==> src/rtl/flat_stream_pkg.sv <==
// Shared types and helpers for the flat-vector stream bridge.
// Beat counts are derived with a ceiling division so padded widths work.
package flat_stream_pkg;

  typedef enum logic [1:0] {
    IDLE   = 2'd0,
    LOAD   = 2'd1,
    SETTLE = 2'd2,
    SEND   = 2'd3
  } state_t;

  function automatic int beats(input int width, input int beat_w);
    return (width + beat_w - 1) / beat_w;
  endfunction

endpackage

==> src/rtl/flat_beat_shreg.sv <==
// MSB-first beat shift register: parallel load (zero-padded at the top),
// shift by one beat per enable, and a beat counter that wraps after the last beat.
module flat_beat_shreg
  import flat_stream_pkg::*;
#(
  parameter int WIDTH  = 12,
  parameter int BEAT_W = 4,
  localparam int NBEATS = beats(WIDTH, BEAT_W),
  localparam int TOTAL  = NBEATS * BEAT_W,
  localparam int CW     = (NBEATS > 1) ? $clog2(NBEATS) : 1
) (
  input  logic              clk,
  input  logic              rst_n,
  input  logic              load,
  input  logic [WIDTH-1:0]  load_data,
  input  logic              shift,
  input  logic [BEAT_W-1:0] shift_in,
  output logic [TOTAL-1:0]  data,
  output logic [TOTAL-1:0]  next_data,
  output logic [BEAT_W-1:0] top_beat,
  output logic [CW-1:0]     count,
  output logic              at_last
);

  logic [TOTAL+BEAT_W-1:0] shifted_ext;

  // next_data is the register contents after the pending shift, visible
  // combinationally so a caller can capture the full word on the last beat.
  assign shifted_ext = {data, shift_in};
  assign next_data   = shifted_ext[TOTAL-1:0];
  assign top_beat    = data[TOTAL-1 -: BEAT_W];
  assign at_last     = (count == CW'(NBEATS - 1));

  always_ff @(posedge clk or negedge rst_n) begin
    if (!rst_n) begin
      data  <= '0;
      count <= '0;
    end else if (load) begin
      data  <= TOTAL'(load_data);
      count <= '0;
    end else if (shift) begin
      data  <= next_data;
      count <= at_last ? '0 : count + CW'(1);
    end
  end

endmodule

==> src/rtl/flat_stream_bridge.sv <==
// Deserializes input beats into a flat vector for a combinational wrapper,
// captures the wrapper result and serializes it back out as beats.
// Handshake: a beat transfers on a rising edge where valid and ready are both
// high; valid never drops and data/last never change while waiting for ready.
module flat_stream_bridge
  import flat_stream_pkg::*;
#(
  parameter int IN_W   = 12,
  parameter int OUT_W  = 12,
  parameter int BEAT_W = 4,
  parameter int CNT_W  = 16
) (
  input  logic              clk,
  input  logic              rst_n,
  input  logic              s_valid,
  output logic              s_ready,
  input  logic [BEAT_W-1:0] s_data,
  output logic [IN_W-1:0]   dut_in,
  input  logic [OUT_W-1:0]  dut_out,
  output logic              m_valid,
  input  logic              m_ready,
  output logic [BEAT_W-1:0] m_data,
  output logic              m_last,
  output logic [CNT_W-1:0]  vec_count,
  output logic              busy
);

  localparam int IN_BEATS  = beats(IN_W, BEAT_W);
  localparam int OUT_BEATS = beats(OUT_W, BEAT_W);
  localparam int IN_TOTAL  = IN_BEATS * BEAT_W;
  localparam int OUT_TOTAL = OUT_BEATS * BEAT_W;
  localparam int IN_CW     = (IN_BEATS > 1) ? $clog2(IN_BEATS) : 1;
  localparam int OUT_CW    = (OUT_BEATS > 1) ? $clog2(OUT_BEATS) : 1;

  state_t state;

  logic                 in_accept, in_last;
  logic                 out_accept, out_at_last;
  logic [IN_TOTAL-1:0]  in_data, in_next;
  logic [BEAT_W-1:0]    in_top;
  logic [IN_CW-1:0]     in_cnt;
  logic [OUT_TOTAL-1:0] out_data, out_next;
  logic [OUT_CW-1:0]    out_cnt;
  logic                 unused_bits;

  assign s_ready    = (state == LOAD);
  assign busy       = (state != LOAD);
  assign in_accept  = s_valid && s_ready;
  assign out_accept = m_valid && m_ready;

  flat_beat_shreg #(.WIDTH(IN_W), .BEAT_W(BEAT_W)) u_deser (
    .clk       (clk),
    .rst_n     (rst_n),
    .load      (1'b0),
    .load_data ('0),
    .shift     (in_accept),
    .shift_in  (s_data),
    .data      (in_data),
    .next_data (in_next),
    .top_beat  (in_top),
    .count     (in_cnt),
    .at_last   (in_last)
  );

  // The serializer loads at the end of SETTLE and shifts zeros in, so it
  // is empty again (m_data = 0) once the last beat has left.
  flat_beat_shreg #(.WIDTH(OUT_W), .BEAT_W(BEAT_W)) u_ser (
    .clk       (clk),
    .rst_n     (rst_n),
    .load      (state == SETTLE),
    .load_data (dut_out),
    .shift     (out_accept),
    .shift_in  ('0),
    .data      (out_data),
    .next_data (out_next),
    .top_beat  (m_data),
    .count     (out_cnt),
    .at_last   (out_at_last)
  );

  assign unused_bits = ^{in_data, in_top, in_cnt, in_next, out_data, out_next, out_at_last};

  always_ff @(posedge clk or negedge rst_n) begin
    if (!rst_n) begin
      state     <= IDLE;
      dut_in    <= '0;
      m_valid   <= 1'b0;
      m_last    <= 1'b0;
      vec_count <= '0;
    end else begin
      case (state)
        IDLE: state <= LOAD;
        LOAD: begin
          if (in_accept && in_last) begin
            dut_in <= in_next[IN_W-1:0];
            state  <= SETTLE;
          end
        end
        SETTLE: begin
          vec_count <= vec_count + CNT_W'(1);
          m_valid   <= 1'b1;
          m_last    <= (OUT_BEATS == 1);
          state     <= SEND;
        end
        SEND: begin
          if (out_accept) begin
            if (m_last) begin
              m_valid <= 1'b0;
              m_last  <= 1'b0;
              state   <= LOAD;
            end else begin
              m_last <= (int'(out_cnt) == OUT_BEATS - 2);
            end
          end
        end
        default: state <= IDLE;
      endcase
    end
  end

endmodule
==> config.mk <==
export PLATFORM = sky130hd
export DESIGN_NAME = flat_stream_bridge
export DESIGN_NICKNAME = d
export VERILOG_FILES = /design/src/rtl/flat_stream_pkg.sv /design/src/rtl/flat_beat_shreg.sv /design/src/rtl/flat_stream_bridge.sv
export SDC_FILE = /design/constraint.sdc
export NUM_CORES = 1
export LEC_CHECK = 0
export ABC_AREA = 1
export CORE_UTILIZATION = 30
export CTS_BUF_LIST = sky130_fd_sc_hd__clkbuf_16
export DETAILED_ROUTE_END_ITERATION = 8
export SYNTH_ARGS = -nofsm -noshare
export SYNTH_HDL_FRONTEND = slang
export SYNTH_SLANG_ARGS = --single-unit
export TNS_END_PERCENT = 100
==> constraint.sdc <==
create_clock -name clk -period 1.25 [get_ports clk]
set_input_delay 0.375 -clock clk [delete_from_list [all_inputs] [get_ports clk]]
set_output_delay 0.375 -clock clk [all_outputs]
set_load 0.01 [all_outputs]
# Word level (Yosys, flattened, before mapping)
# Cells that the tools add are included.
# totals
reg_bits	56
input_bits	20
wordCells	48
# classes
addsub	3
eq_ne	10
muxes	16
reduce_logical	10
# ops
cell	n
$mux 12	2
$add 16x1->16 const B	1
$mux 2	7
$eq 2x2->1 const B	5
$pmux 2 s4	1
$reduce_and 3->1	2
$add 2x1->2 const B	2
$mux 1	4
$ne 2x1->1 const B	2
$ne 2x2->1 const B	2
$pmux 1 s2	2
$reduce_and 2->1	2
$reduce_bool 2->1	2
$logic_and 1x1->1	3
$eq 2x1->1 const B	1
$logic_not 2->1	1

# Depth between registers and ports, before layout
# logic_depth
ltp_word	5
mapped_depth	10
ltp_nobuf	10

# By module
# A second synthesis with hierarchy kept.
# unflattened
hier_cells	341
hier_area_um2	3089.2
# by_module_without_submodules
module	n_inst	cells_each	area_per_inst_um2	seq_area_each_um2
flat_beat_shreg	2	97	775.7	350.3
flat_stream_bridge	1	147	1537.7	800.8

# Worst setup path before layout
# Ideal clock, no wire load.
# synth_timing
path_type	reg2reg
start	register state[1]
end	register dut_in[0]
arrival_ps	1347
required_time_ps	1132
slack_ps	-215
stages_incl_launch_ff	9
path_buffers	1
period_less_slack_ps	1465
cell_sequence	dfrtp_1 -> inv_1 -> ha_1 -> nand2_2 -> nor3_4 -> inv_2 -> buf_6 -> nand2_1 -> o21ai_2
# synth_via
elab_chain_len	4
# synth_lines
element	line_no	source
start: declaration	flat_stream_bridge.sv:35	state_t state;
start signal: assignment	flat_stream_bridge.sv:85	state <= IDLE;
start signal: assignment	flat_stream_bridge.sv:92	IDLE: state <= LOAD;
start signal: assignment	flat_stream_bridge.sv:96	state <= SETTLE;
$eq 2x1->1 *	flat_stream_bridge.sv:46	assign s_ready = (state == LOAD);
net s_ready	flat_stream_bridge.sv:16	output logic s_ready,
$logic_and 1x1->1	flat_stream_bridge.sv:48	assign in_accept = s_valid && s_ready;
$logic_and 1x1->1	flat_stream_bridge.sv:94	if (in_accept && in_last) begin
$reduce_and 2->1 (no source line) *	--	
end signal: assignment	flat_stream_bridge.sv:95	dut_in <= in_next[IN_W-1:0];
end: declaration	flat_stream_bridge.sv:18	output logic [IN_W-1:0] dut_in,
# Mark *: on every way through the listed nets, which the timed path passes. The rest lies on a longest branch.
# A chain may end at the register's enable or synchronous reset.

# Worst setup path in the final report
# layout_timing
start	register state[0]
end	output port busy
# layout_via
elab_chain_len	1
# layout_lines
element	line_no	source
$ne 2x1->1	flat_stream_bridge.sv:47	assign busy = (state != LOAD);
end: declaration	flat_stream_bridge.sv:25	output logic busy
# Every way passes these cells.

==> results.md <==
* Worst ir drop on vdd at between 1000 and 1500 uV
* Sequential fraction of the synthesis area at 56.62%
* Least-Margin Pin Slew at ~310 ps
* Post-DP HPWL at between 3 and 4 mm
* HP Class: input pin to asynchronous set/reset pin
* CTS tree: built
* EDFF count, synth at 0
* Met3 usage at 2.545%
* CP peak stage delay at 400 ps
* GPL Wtd Cong at 0.7806
* Fin nets at about 420
* Max_cap viols at 0
* DRT antenna net count at 0
* Die area at 0.008616 mm^2
* Total CTS buffers at 5
* Leak pwr at approximately 2.1 nW
* Largest net degree at the start of global routing at 57
* CP max-delay cell: dfrtp_1
* Clk_lat worst skew at ~300 ps
* Synth Warn # at 0
* Violation count after the first detailed-route iteration at 50
* Power, Total at around 8.7 mW
* CP Capture Type: primary output
* Clk_skew at 6.869 ps
* Starting Density at 31.54%
* DRT Wirelength at between 5 and 6 mm
* Max FO, Critical Path at 3
* Ys flop type: dfrtp_1
* Crit path cell chain: buf_4 > ha_4 > inv_2 > buf_6
* Outcome: finished with violations
* Clock buffer depth at 2
* Final Setup Violations at 56
* Drc violations at 0
* Chip width at a little over 90 um
* CP arrival at around 1200 ps
* Post-CTS Hold Buffers at 0
* Post-layout min period at 1538 ps
* Met1 GRT Util at 18.29%
* Final Cycle Share at 123.1%
* Syn avg cell area at 9.410 um^2
* Synth top area share at 56.62%
* Number of global-route vias before repair at 2177
* Worst hold slack at a little over 70 ps
* Total core area at around 0.0078 mm^2
* Synth cell types at 29
* Cell taking the most area after synthesis: dfrtp_1
* Post-synthesis cell area at 0.002475 mm^2
* Async SR Flop Fraction at 100.0%
* Setup CP Type: flip-flop to primary output
* Post-route setup slack at -288.1 ps
* Share of cells above drive strength 1 at between 50% and 60%
* Port buffer count at 55
* CP Data Required Time at 880 ps
* GR Layer Usage met2 at 25.43%
* First-pass GRT wire length at 10.05 mm
* Total placed instance area at 0.003520 mm^2
* Top cells by area, synth: dfrtp_1, nand2_1, inv_1, o21ai_0, o21ai_2
* Routed len/inst at roughly 12 um
* Critical Path Start Type: flip-flop
* Layer with the highest usage: met2
* Fmax at 0.6501 GHz
* RSZ-0062 raised after global routing: yes
* Final slew viol count at 0
* Row cnt at 32
* Clk pin slew, worst setup/hold paths at 80 ps
* Total global-route track usage at 14.69%
* Initial antenna violation count at 0
* CTS HTree Levels at 2
* # clock sinks at 56
* Mapped Nets at 287
* Relative slew slack at roughly four fifths
* Root Buffer: clkbuf_16
* Via Count at around 2100
* Layout area overhead at 68.66%
* Via-to-Cell Ratio at 4.291
* Drt pass-1 iters at 4
* Cell area after layout at 0.004174 mm^2
* Pwr dens at 2082 mW/mm^2
* Num ports at 56
* Failing checks: setup timing
* Synthesized flop and latch total at 56
* Diode count at 0
* Die Ht at 92.83 um
* Final hold vios at 0
* Syn Inst Count at 263
* Overflow after GRT at 0
==> kinds of logic (layout without fill, tap and decap cells) <==
| logic type | count (synthesis) | in the layout | synth area share (%) |
|---|---|---|---|
| AOI/OAI and AO/OA | 39 | 39 | 9.909 |
| and+or+nand+nor | 104 | 104 | 18.60 |
| DFF | 56 | 56 | 56.62 |
| xor gates and xnor gates | 12 | 12 | 4.247 |
| buffers and inverters | 48 | 178 | 8.594 |
| adders and majority gates | 4 | 4 | 2.022 |
==> per-stage QoR <==
step / TNS, ps / std cells / util, % / setup WS, ps
after floorplan: -2448 / 263 / - / -146.4
after global placement: -13490 / 459 / 44.85 / -391.3
after detailed placement: -14790 / 459 / 44.85 / -429.9
after CTS: -7294 / 488 / 49.55 / -267.6
after global routing: -12210 / 495 / 53.19 / -324.3
final: -8503 / 495 / 53.19 / -288.1
==> worst max-delay path: cells and delay by family, from the launching register on <==
kind       cells  cell delay, ps
fa+ha+maj      1             170
flops          1             400
buf+inv        3             300
==> cells in the final DEF (no fill, tap or decap), types with 3 or more instances in the layout <==
cell type and instances:
buf_12 3, buf_2 33, buf_4 48, buf_6 25
buf_8 3, clkbuf_16 6, clkdlybuf4s50_1 18, dfrtp_1 54
ha_4 3, inv_1 30, inv_2 4, nand2_1 55
nand2_2 14, nand2_4 6, nand3_2 5, nand4_1 4
nor2_1 3, nor2_4 6, o211ai_1 3, o21ai_0 4
o21ai_1 7, o21ai_2 15, xnor2_1 3, xor2_1 7
==> cells in the mapped netlist, types with 3 or more instances <==
cell,number
nand2_1,73
dfrtp_1,56
inv_1,38
o21ai_0,19
nand3_1,8
o21ai_2,8
xor2_1,8
nor2_1,6
buf_4,4
ha_1,4
nand2_2,4
nand4_1,4
xnor2_1,4
a21oi_1,3
nor3_1,3
o211ai_1,3
==> area by class of cell <==
class | instances | area, um^2
clock inverter | 3 | 22.52
multi-input combinational | 159 | 1194
fill | 715 | 3674
inverter | 39 | 183.9
timing repair buffer | 131 | 1117
clock buffer | 5 | 125.1
tap | 102 | 127.6
sequential | 56 | 1404
==> routing by layer <==
layer / wire length (um) / vias to the layer above
met3: 152 / 5
met5: 0 / -
met1: 2613 / 998
met2: 3136 / 37
met4: 81 / 0
li1: - / 1084
==> registers in the layout, indices dropped and copies added, names as in the netlist <==
signal         count
m_valid            1
u_ser.data        12
u_deser.count      2
dut_in            12
u_ser.count        2
u_deser.data       8
m_last             1
vec_count         16
state              2
==> worst paths after layout <==
check	from	to	slack (ps)	cells past startpoint
max	state[0]	busy	-290	4
min	rst_n	u_deser.count[1]	70	2
max reg2reg	state[1]	u_ser.data[7]	-260	8
min reg2reg	u_deser.data[4]	dut_in[8]	490	2
max in group asynchronous	rst_n	vec_count[0]	930	2
min in group clk	u_deser.data[4]	dut_in[8]	490	2
==> report_power, final <==
group	switching (mW)	total [mW]	internal, mW
clock network	0.674	1.43	0.752
logic	2.14	4.47	2.33
registers	0.359	2.79	2.43
==> timing repair <==
| item | CTS | global route |
|---|---|---|
| endpoints found under the setup margin | 82 | 57 |
| pin swaps | 16 | 20 |
| gates cloned | 0 | 1 |
| gates resized for setup | 212 | 57 |
| buffers inserted | 21 | 11 |
Note: power is estimated with default switching activity, not from simulation.
